**config.mk**
```make
export PLATFORM = sky130hd
export DESIGN_NAME = led_pwm_bank_flat
export DESIGN_NICKNAME = d
export VERILOG_FILES = /design/src/rtl/led_pwm_bank_if.sv /design/src/rtl/led_pwm_bank.sv /design/src/flat_wrapper.sv
export SDC_FILE = /design/constraint.sdc
export NUM_CORES = 1
export LEC_CHECK = 0
export CAP_MARGIN = 15
export CORE_MARGIN = 4
export CORE_UTILIZATION = 57
export DETAILED_ROUTE_END_ITERATION = 16
export HOLD_SLACK_MARGIN = 0.02
export MAX_ROUTING_LAYER = met4
export PLACE_DENSITY = 0.79
export SYNTH_ARGS = -nofsm -noshare
export SYNTH_HDL_FRONTEND = slang
export SYNTH_SLANG_ARGS = --single-unit
```
**constraint.sdc**
```tcl
create_clock -name clk -period 2.5 [get_ports clk]
set_clock_uncertainty 0.15 [all_clocks]
set_input_delay 0.5 -clock clk [delete_from_list [all_inputs] [get_ports clk]]
set_output_delay 0.5 -clock clk [all_outputs]
set_load 0.02 [all_outputs]
```
**src/rtl/led_pwm_bank_if.sv**
```systemverilog
`timescale 1ns/1ps
// PicoSoC iomem bus bundle for led_pwm_bank: the CPU side drives the request,
// the peripheral returns a one-cycle ready with read data.
interface led_pwm_bank_if;
  logic        iomem_valid;
  logic        iomem_ready;
  logic [3:0]  iomem_wstrb;
  logic [31:0] iomem_addr;
  logic [31:0] iomem_wdata;
  logic [31:0] iomem_rdata;

  modport master (
    output iomem_valid, iomem_wstrb, iomem_addr, iomem_wdata,
    input  iomem_ready, iomem_rdata
  );

  modport slave (
    input  iomem_valid, iomem_wstrb, iomem_addr, iomem_wdata,
    output iomem_ready, iomem_rdata
  );
endinterface

```
**src/rtl/led_pwm_bank.sv**
```systemverilog
`timescale 1ns/1ps
// led_pwm_bank: iomem-mapped bank of LED drivers, per channel off/on/PWM/blink.
// Define LED_BREATHE_EN to add mode 4 (breathe) driven by a shared triangle ramp.
module led_pwm_bank #(
  parameter int unsigned NUM_LEDS   = 8,
  parameter int unsigned PWM_BITS   = 8,
  parameter int unsigned PRESCALE   = 16,
  parameter int unsigned BLINK_BITS = 6
) (
  input  logic                clk,
  input  logic                resetn,
  led_pwm_bank_if.slave       bus,
  output logic [NUM_LEDS-1:0] leds
);

  localparam int unsigned     PSW       = (PRESCALE > 1) ? $clog2(PRESCALE) : 1;
  localparam logic [PSW-1:0]  PRESC_MAX = PSW'(PRESCALE - 1);

  typedef enum logic [2:0] {
    MODE_OFF     = 3'd0,
    MODE_ON      = 3'd1,
    MODE_PWM     = 3'd2,
    MODE_BLINK   = 3'd3,
    MODE_BREATHE = 3'd4
  } mode_e;

  logic [PSW-1:0]        presc_q, presc_d;
  logic [PWM_BITS-1:0]   pwm_cnt_q, pwm_cnt_d;
  logic [BLINK_BITS-1:0] blink_q, blink_d;
  logic [PWM_BITS-1:0]   duty_req_q [NUM_LEDS];
  logic [PWM_BITS-1:0]   duty_req_d [NUM_LEDS];
  logic [PWM_BITS-1:0]   duty_act_q [NUM_LEDS];
  logic [2:0]            mode_q     [NUM_LEDS];
  logic [2:0]            mode_d     [NUM_LEDS];
  logic                  ready_q, ready_d;
  logic [31:0]           rdata_q, rdata_d;
  logic [NUM_LEDS-1:0]   leds_q, leds_d;

  logic        tick, wrap, access, is_write;
  logic [3:0]  widx;
  logic [31:0] cur_word, new_word;
  logic        unused_bits;

  assign tick     = (presc_q == PRESC_MAX);
  assign wrap     = tick && (&pwm_cnt_q);
  assign access   = bus.iomem_valid && !ready_q;
  assign is_write = (bus.iomem_wstrb != 4'b0000);
  assign widx     = bus.iomem_addr[5:2];

  assign unused_bits = ^{bus.iomem_addr[31:6], bus.iomem_addr[1:0], new_word};

  always_comb begin
    cur_word = '0;
    for (int unsigned i = 0; i < NUM_LEDS; i++) begin
      if (32'(widx) == i) begin
        cur_word[PWM_BITS-1:0] = duty_req_q[i];
        cur_word[18:16]        = mode_q[i];
      end
    end
  end

  // Merge strobed bytes over the current contents so each field updates per byte.
  always_comb begin
    new_word = cur_word;
    for (int unsigned b = 0; b < 4; b++) begin
      if (bus.iomem_wstrb[b]) new_word[8*b +: 8] = bus.iomem_wdata[8*b +: 8];
    end
  end

  always_comb begin
    ready_d = access;
    rdata_d = access ? cur_word : rdata_q;
    for (int unsigned i = 0; i < NUM_LEDS; i++) begin
      duty_req_d[i] = duty_req_q[i];
      mode_d[i]     = mode_q[i];
      if (access && is_write && (32'(widx) == i)) begin
        duty_req_d[i] = new_word[PWM_BITS-1:0];
        mode_d[i]     = new_word[18:16];
      end
    end
  end

  always_comb begin
    presc_d   = tick ? '0 : presc_q + PSW'(1);
    pwm_cnt_d = tick ? pwm_cnt_q + PWM_BITS'(1) : pwm_cnt_q;
    blink_d   = wrap ? blink_q + BLINK_BITS'(1) : blink_q;
  end

`ifdef LED_BREATHE_EN
  logic [PWM_BITS-1:0] ramp_q, ramp_d;
  logic                ramp_down_q, ramp_down_d;

  // Triangle ramp: each extreme is held for exactly one period before reversing.
  always_comb begin
    ramp_d      = ramp_q;
    ramp_down_d = ramp_down_q;
    if (wrap) begin
      if (!ramp_down_q) begin
        ramp_d = ramp_q + PWM_BITS'(1);
        if (&ramp_d) ramp_down_d = 1'b1;
      end else begin
        ramp_d = ramp_q - PWM_BITS'(1);
        if (ramp_d == '0) ramp_down_d = 1'b0;
      end
    end
  end

  always_ff @(posedge clk or negedge resetn) begin
    if (!resetn) begin
      ramp_q      <= '0;
      ramp_down_q <= 1'b0;
    end else begin
      ramp_q      <= ramp_d;
      ramp_down_q <= ramp_down_d;
    end
  end
`endif

  always_comb begin
    leds_d = '0;
    for (int unsigned i = 0; i < NUM_LEDS; i++) begin
      case (mode_q[i])
        MODE_ON:      leds_d[i] = 1'b1;
        MODE_PWM:     leds_d[i] = (pwm_cnt_q < duty_act_q[i]);
        MODE_BLINK:   leds_d[i] = blink_q[BLINK_BITS-1];
`ifdef LED_BREATHE_EN
        MODE_BREATHE: leds_d[i] = (pwm_cnt_q < ramp_q);
`endif
        default:      leds_d[i] = 1'b0;
      endcase
    end
  end

  always_ff @(posedge clk or negedge resetn) begin
    if (!resetn) begin
      presc_q   <= '0;
      pwm_cnt_q <= '0;
      blink_q   <= '0;
      ready_q   <= 1'b0;
      rdata_q   <= '0;
      leds_q    <= '0;
      for (int unsigned i = 0; i < NUM_LEDS; i++) begin
        duty_req_q[i] <= '0;
        duty_act_q[i] <= '0;
        mode_q[i]     <= '0;
      end
    end else begin
      presc_q   <= presc_d;
      pwm_cnt_q <= pwm_cnt_d;
      blink_q   <= blink_d;
      ready_q   <= ready_d;
      rdata_q   <= rdata_d;
      leds_q    <= leds_d;
      for (int unsigned i = 0; i < NUM_LEDS; i++) begin
        duty_req_q[i] <= duty_req_d[i];
        mode_q[i]     <= mode_d[i];
        // Shadow loads the pre-write request, so a write on the wrap edge waits a period.
        if (wrap) duty_act_q[i] <= duty_req_q[i];
      end
    end
  end

  assign bus.iomem_ready = ready_q;
  assign bus.iomem_rdata = rdata_q;
  assign leds            = leds_q;

endmodule
```
**src/flat_wrapper.sv**
```systemverilog
// flat-port wrapper written by rule: the top's interface ports become plain ports
module led_pwm_bank_flat 
#(
  parameter int unsigned NUM_LEDS   = 8,
  parameter int unsigned PWM_BITS   = 8,
  parameter int unsigned PRESCALE   = 16,
  parameter int unsigned BLINK_BITS = 6
)
  (clk, resetn, leds, bus_iomem_valid, bus_iomem_wstrb, bus_iomem_addr, bus_iomem_wdata, bus_iomem_ready, bus_iomem_rdata);
  led_pwm_bank_if bus_i ();
  input  logic clk;
  input  logic resetn;
  output logic [NUM_LEDS-1:0] leds;
  input wire logic [$bits(bus_i.iomem_valid)-1:0] bus_iomem_valid;
  input wire logic [$bits(bus_i.iomem_wstrb)-1:0] bus_iomem_wstrb;
  input wire logic [$bits(bus_i.iomem_addr)-1:0] bus_iomem_addr;
  input wire logic [$bits(bus_i.iomem_wdata)-1:0] bus_iomem_wdata;
  output wire logic [$bits(bus_i.iomem_ready)-1:0] bus_iomem_ready;
  output wire logic [$bits(bus_i.iomem_rdata)-1:0] bus_iomem_rdata;
  assign bus_i.iomem_valid = bus_iomem_valid;
  assign bus_i.iomem_wstrb = bus_iomem_wstrb;
  assign bus_i.iomem_addr = bus_iomem_addr;
  assign bus_i.iomem_wdata = bus_iomem_wdata;
  assign bus_iomem_ready = bus_i.iomem_ready;
  assign bus_iomem_rdata = bus_i.iomem_rdata;
  led_pwm_bank #(.NUM_LEDS(NUM_LEDS), .PWM_BITS(PWM_BITS), .PRESCALE(PRESCALE), .BLINK_BITS(BLINK_BITS)) u_core (.clk(clk), .resetn(resetn), .bus(bus_i), .leds(leds));
endmodule
```
==> impl_metrics.py, run 1 <==
metrics = {
    "status": {
        "status": "finished, final reports clean",
    },
    "pwr": {
        "power_frac_clock": 0.367,
        "p_int_uw": 5750,
        "switching_share": 0.272,
        "pwr-share-seq": 0.475,
        "ir_worst_vdd_mv": 0.658,
        "power_density_nw_per_um2": 672,
        "p_comb_frac": 0.157,
        "netSwitchingPower_uw": 2150,
        "leakage_uw": 0.00531,
    },
    "detailed_routing": {
        "wirelength_um": 25100,
        "firstDrtPassIters": 6,
        "drc": 0,
        "ant_nets": 0,
        "via_count": 7852,
        "wire_per_inst_um": 18.8,
        "first_iter_violations": 511,
        "vias_per_cell": 5.89,
    },
    "clock_network": {
        "clk_latency_ns": 0.44,
        "clkTransAtPathRegs_ns": 0.07,
        "clk_path_buf_depth": 2,
        "cts_made_buffers": 17,
        "cts.sinks": 190,
        "h-tree-depth": 4,
        "cts_tree": "built",
        "root_buffer": "clkbuf_16",
    },
    "final_layout": {
        "layout_commonest_cell": "dfrtp_1",
        "fillCellCount": 1294,
        "final_cell_mix": "dfrtp_1, nand2_1, o21ai_0",
        "syn_to_final_growth_pct": 16.5,
        "num-nets-final": 1225,
        "instances_no_fill": 1333,
        "drive_gt1_frac": 0.160,
        "final_core_util": 0.679,
        "n_antenna_cell": 0,
    },
    "yosys": {
        "syn_avg_cell_area_sq_um": 9.98,
        "synth_top_family_by_area": "compound AO/OA/AOI/OAI gates",
        "synth_xor_area_frac": 0.0113,
        "synth_edf_count": 0,
        "synth_mux_area_frac": 0.0707,
        "synth_fa_ha_area_frac": 0.0732,
        "yosysTopAreaCellShare": 0.472,
        "ys_warn_count": 0,
        "synth_ff_type": "dfrtp_1",
        "synth-compound-area-share": 0.176,
        "synth_cell_types": 59,
        "ys_ff_latch": 190,
        "netlist_instances": 1010,
        "async_flop_share": 1.00,
        "synth_simple_gate_area_frac": 0.122,
        "netlist_area_sq_um": 10100,
        "ys_seq_area_frac": 0.472,
        "yosys.area.top_type": "dfrtp_1",
        "synthTopCellsByArea": "dfrtp_1, ha_1, o21ai_0",
    },
    "sta": {
        "hold_ws_ns": 0.320,
        "slew_headroom": 0.580,
        "max_clock_freq_ghz": 0.415,
        "drv_slew": 0,
        "setup_viol": 0,
        "min_period_ns": 2.41,
        "rsz0062_at_grt": "no",
        "worstMarginPinSlew_ns": 0.628,
        "hold_viol": 0,
        "period_share": 0.964,
    },
    "die": {
        "start_util": 0.583,
        "core-area_sq_um": 17300,
        "ios": 112,
        "row_count": 48,
        "dieArea_sq_um": 19900,
        "die_y_um": 141,
        "die_x_um": 141,
    },
    "place": {
        "placed_cells": 1299,
        "io_buffer_count": 41,
        "hpwl_um": 17600,
        "place.gp.congestion": 0.907,
    },
    "critical_path": {
        "reg2reg_depth": 9,
        "crit_arrival_ns": 2.63,
        "r2r-start": "u_core.presc_q[0]$_DFF_PN0_",
        "r2r_end": "u_core.duty_act_q[21]$_DFFE_PN0P_",
        "crit_path_start": "bus_iomem_addr[5]",
        "cp-start-kind": "input pin",
        "r2r_slack_ns": 0.16,
        "worstSetupPathType": "input pin to flip-flop",
        "path_max_fanout": 8,
        "worstSetupEndpointType": "flip-flop",
        "critical_path_required_ns": 2.72,
    },
    "global_routing": {
        "antenna_found_initial": 0,
        "overflow": 0,
        "grt_pass1_wl_um": 41500,
        "grt_max_degree": 64,
        "gr-usage-all-layers": 0.272,
        "grt_pass1_vias": 8066,
    },
    "flow_run": {
        "drv_cap": 0,
    },
    "hold_path": {
        "hp-class": "flip-flop to flip-flop",
        "holdPathStages": 1,
        "min_from": "u_core.mode_q[23]$_DFFE_PN0P_",
        "holdPathEnd": "u_core.leds[0]$_DFF_PN0_",
    },
}
-- cell usage after synthesis (3+ instances only) --
master and n:
buf_6 4, dfrtp_1 190, mux2_2 42, nor2b_1 12, a21oi_1 49, nand3_1 8, o21ai_0 95, nand2b_1 37
a221oi_1 11, buf_1 3, inv_1 81, o21a_1 6, xor2_1 4, and3_1 6, o21ai_1 11, o31a_1 7
a211oi_1 14, o2111ai_1 3, nor2_1 38, buf_4 31, mux2_4 5, clkbuf_1 13, xnor2_1 9, o22a_1 7
o211ai_1 8, mux2_1 4, o21ai_2 8, a21o_1 5, or3_1 5, buf_2 22, a22oi_1 10, o31ai_1 25
mux2i_1 12, nor3_1 11, o22ai_1 4, nand2_1 119, ha_1 59, o2bb2ai_1 3
-- worst max-delay path by stage --
stage                                        endpoint  slack, ns  cells past startpoint
CTS                 u_core.duty_act_q[47]$_DFFE_PN0P_       0.10                      8
floorplan           u_core.duty_req_q[42]$_DFFE_PN0P_       0.37                      7
global placement    u_core.duty_req_q[35]$_DFFE_PN0P_      -0.22                      7
finish              u_core.duty_req_q[26]$_DFFE_PN0P_       0.09                      7
global route        u_core.duty_req_q[52]$_DFFE_PN0P_       0.01                      7
detailed placement  u_core.duty_req_q[50]$_DFFE_PN0P_      -0.28                      7
-- metal layers --
layer	GRT usage	vias up	share of wire
li1	-	3652	-
met1	0.351	3892	0.43
met2	0.447	255	0.50
met3	0.0424	53	0.054
met4	0.0826	0	0.020
met5	-	-	0
-- registers in the layout, indices dropped and copies added, names as in the netlist --
register                count
u_core.mode_q              24
u_core.bus.iomem_rdata     11
u_core.duty_act_q          64
u_core.blink_q              6
u_core.presc_q              4
u_core.leds                 8
u_core.pwm_cnt_q            8
u_core.bus.iomem_ready      1
u_core.duty_req_q          64
-- layout make-up --
cell class | count | area, sq um | area share
Clock inverter | 9 | 158 | 0.0134
Multi-Input combinational cell | 685 | 4650 | 0.396
Inverter | 82 | 308 | 0.0262
Tap cell | 225 | 282 | 0.0240
Sequential cell | 190 | 4750 | 0.405
Timing Repair Buffer | 119 | 1130 | 0.0962
Clock buffer | 23 | 468 | 0.0398
-- kinds of logic (layout without fill, tap and decap cells) --
logic type | Yosys count | in the layout
AOI/OAI and AO/OA | 276 | 276
xor gates and xnor gates | 13 | 13
adders and majority gates | 59 | 59
buffers and inverters | 155 | 233
DFF | 190 | 190
muxes | 63 | 63
other | 1 | 21
and+or+nand+nor | 253 | 253
-- what timing repair did --
| action | CTS | global route |
|---|---|---|
| endpoints found under the setup margin | 0 | 16 |
| setup buffers | 0 | 1 |
| hold buffers | 1 | 0 |
| endpoints found under the hold margin | 57 | 0 |
| resized for setup | 0 | 1 |
-- power groups by stage --
stage                     Sequential, uW  Combinational (uW)  Clock [uW]
after floorplan                     3750                 765           0
after global placement              3780                1180           0
after detailed placement            3800                1230           0
after CTS                           3740                1240        2930
after global routing                3800                1380        3060
final                               3760                1240        2900
-- metrics by stage --
step / worst slack, ns / total power (uW) / cell area [sq um] / TNS, ns
4_1_cts: 0.104 / 7920 / 11700 / 0
3_5_place_dp: -0.282 / 5030 / 11100 / -15.43
2_1_floorplan: 0.373 / 4520 / 10200 / 0
5_1_grt: 0.0108 / 8230 / 11700 / 0
3_3_place_gp: -0.220 / 4960 / 11100 / -11.70
6_report: 0.0888 / 7900 / 11700 / 0
-- critical path: stages --
cell and delay (ns):
clkdlybuf4s50_1 0.57, or4b_1 0.60, buf_4 0.20, o21ai_0 0.08, a21oi_1 0.12, o21ai_2 0.33, mux2_2 0.23
Power figures use the tool's default switching activity.
==> run 2: changes to the inputs <==
- TNS_END_PERCENT: unset -> 5
==> results of run 2 <==
Final layout, timing and power as in run 1 (identical DEF).
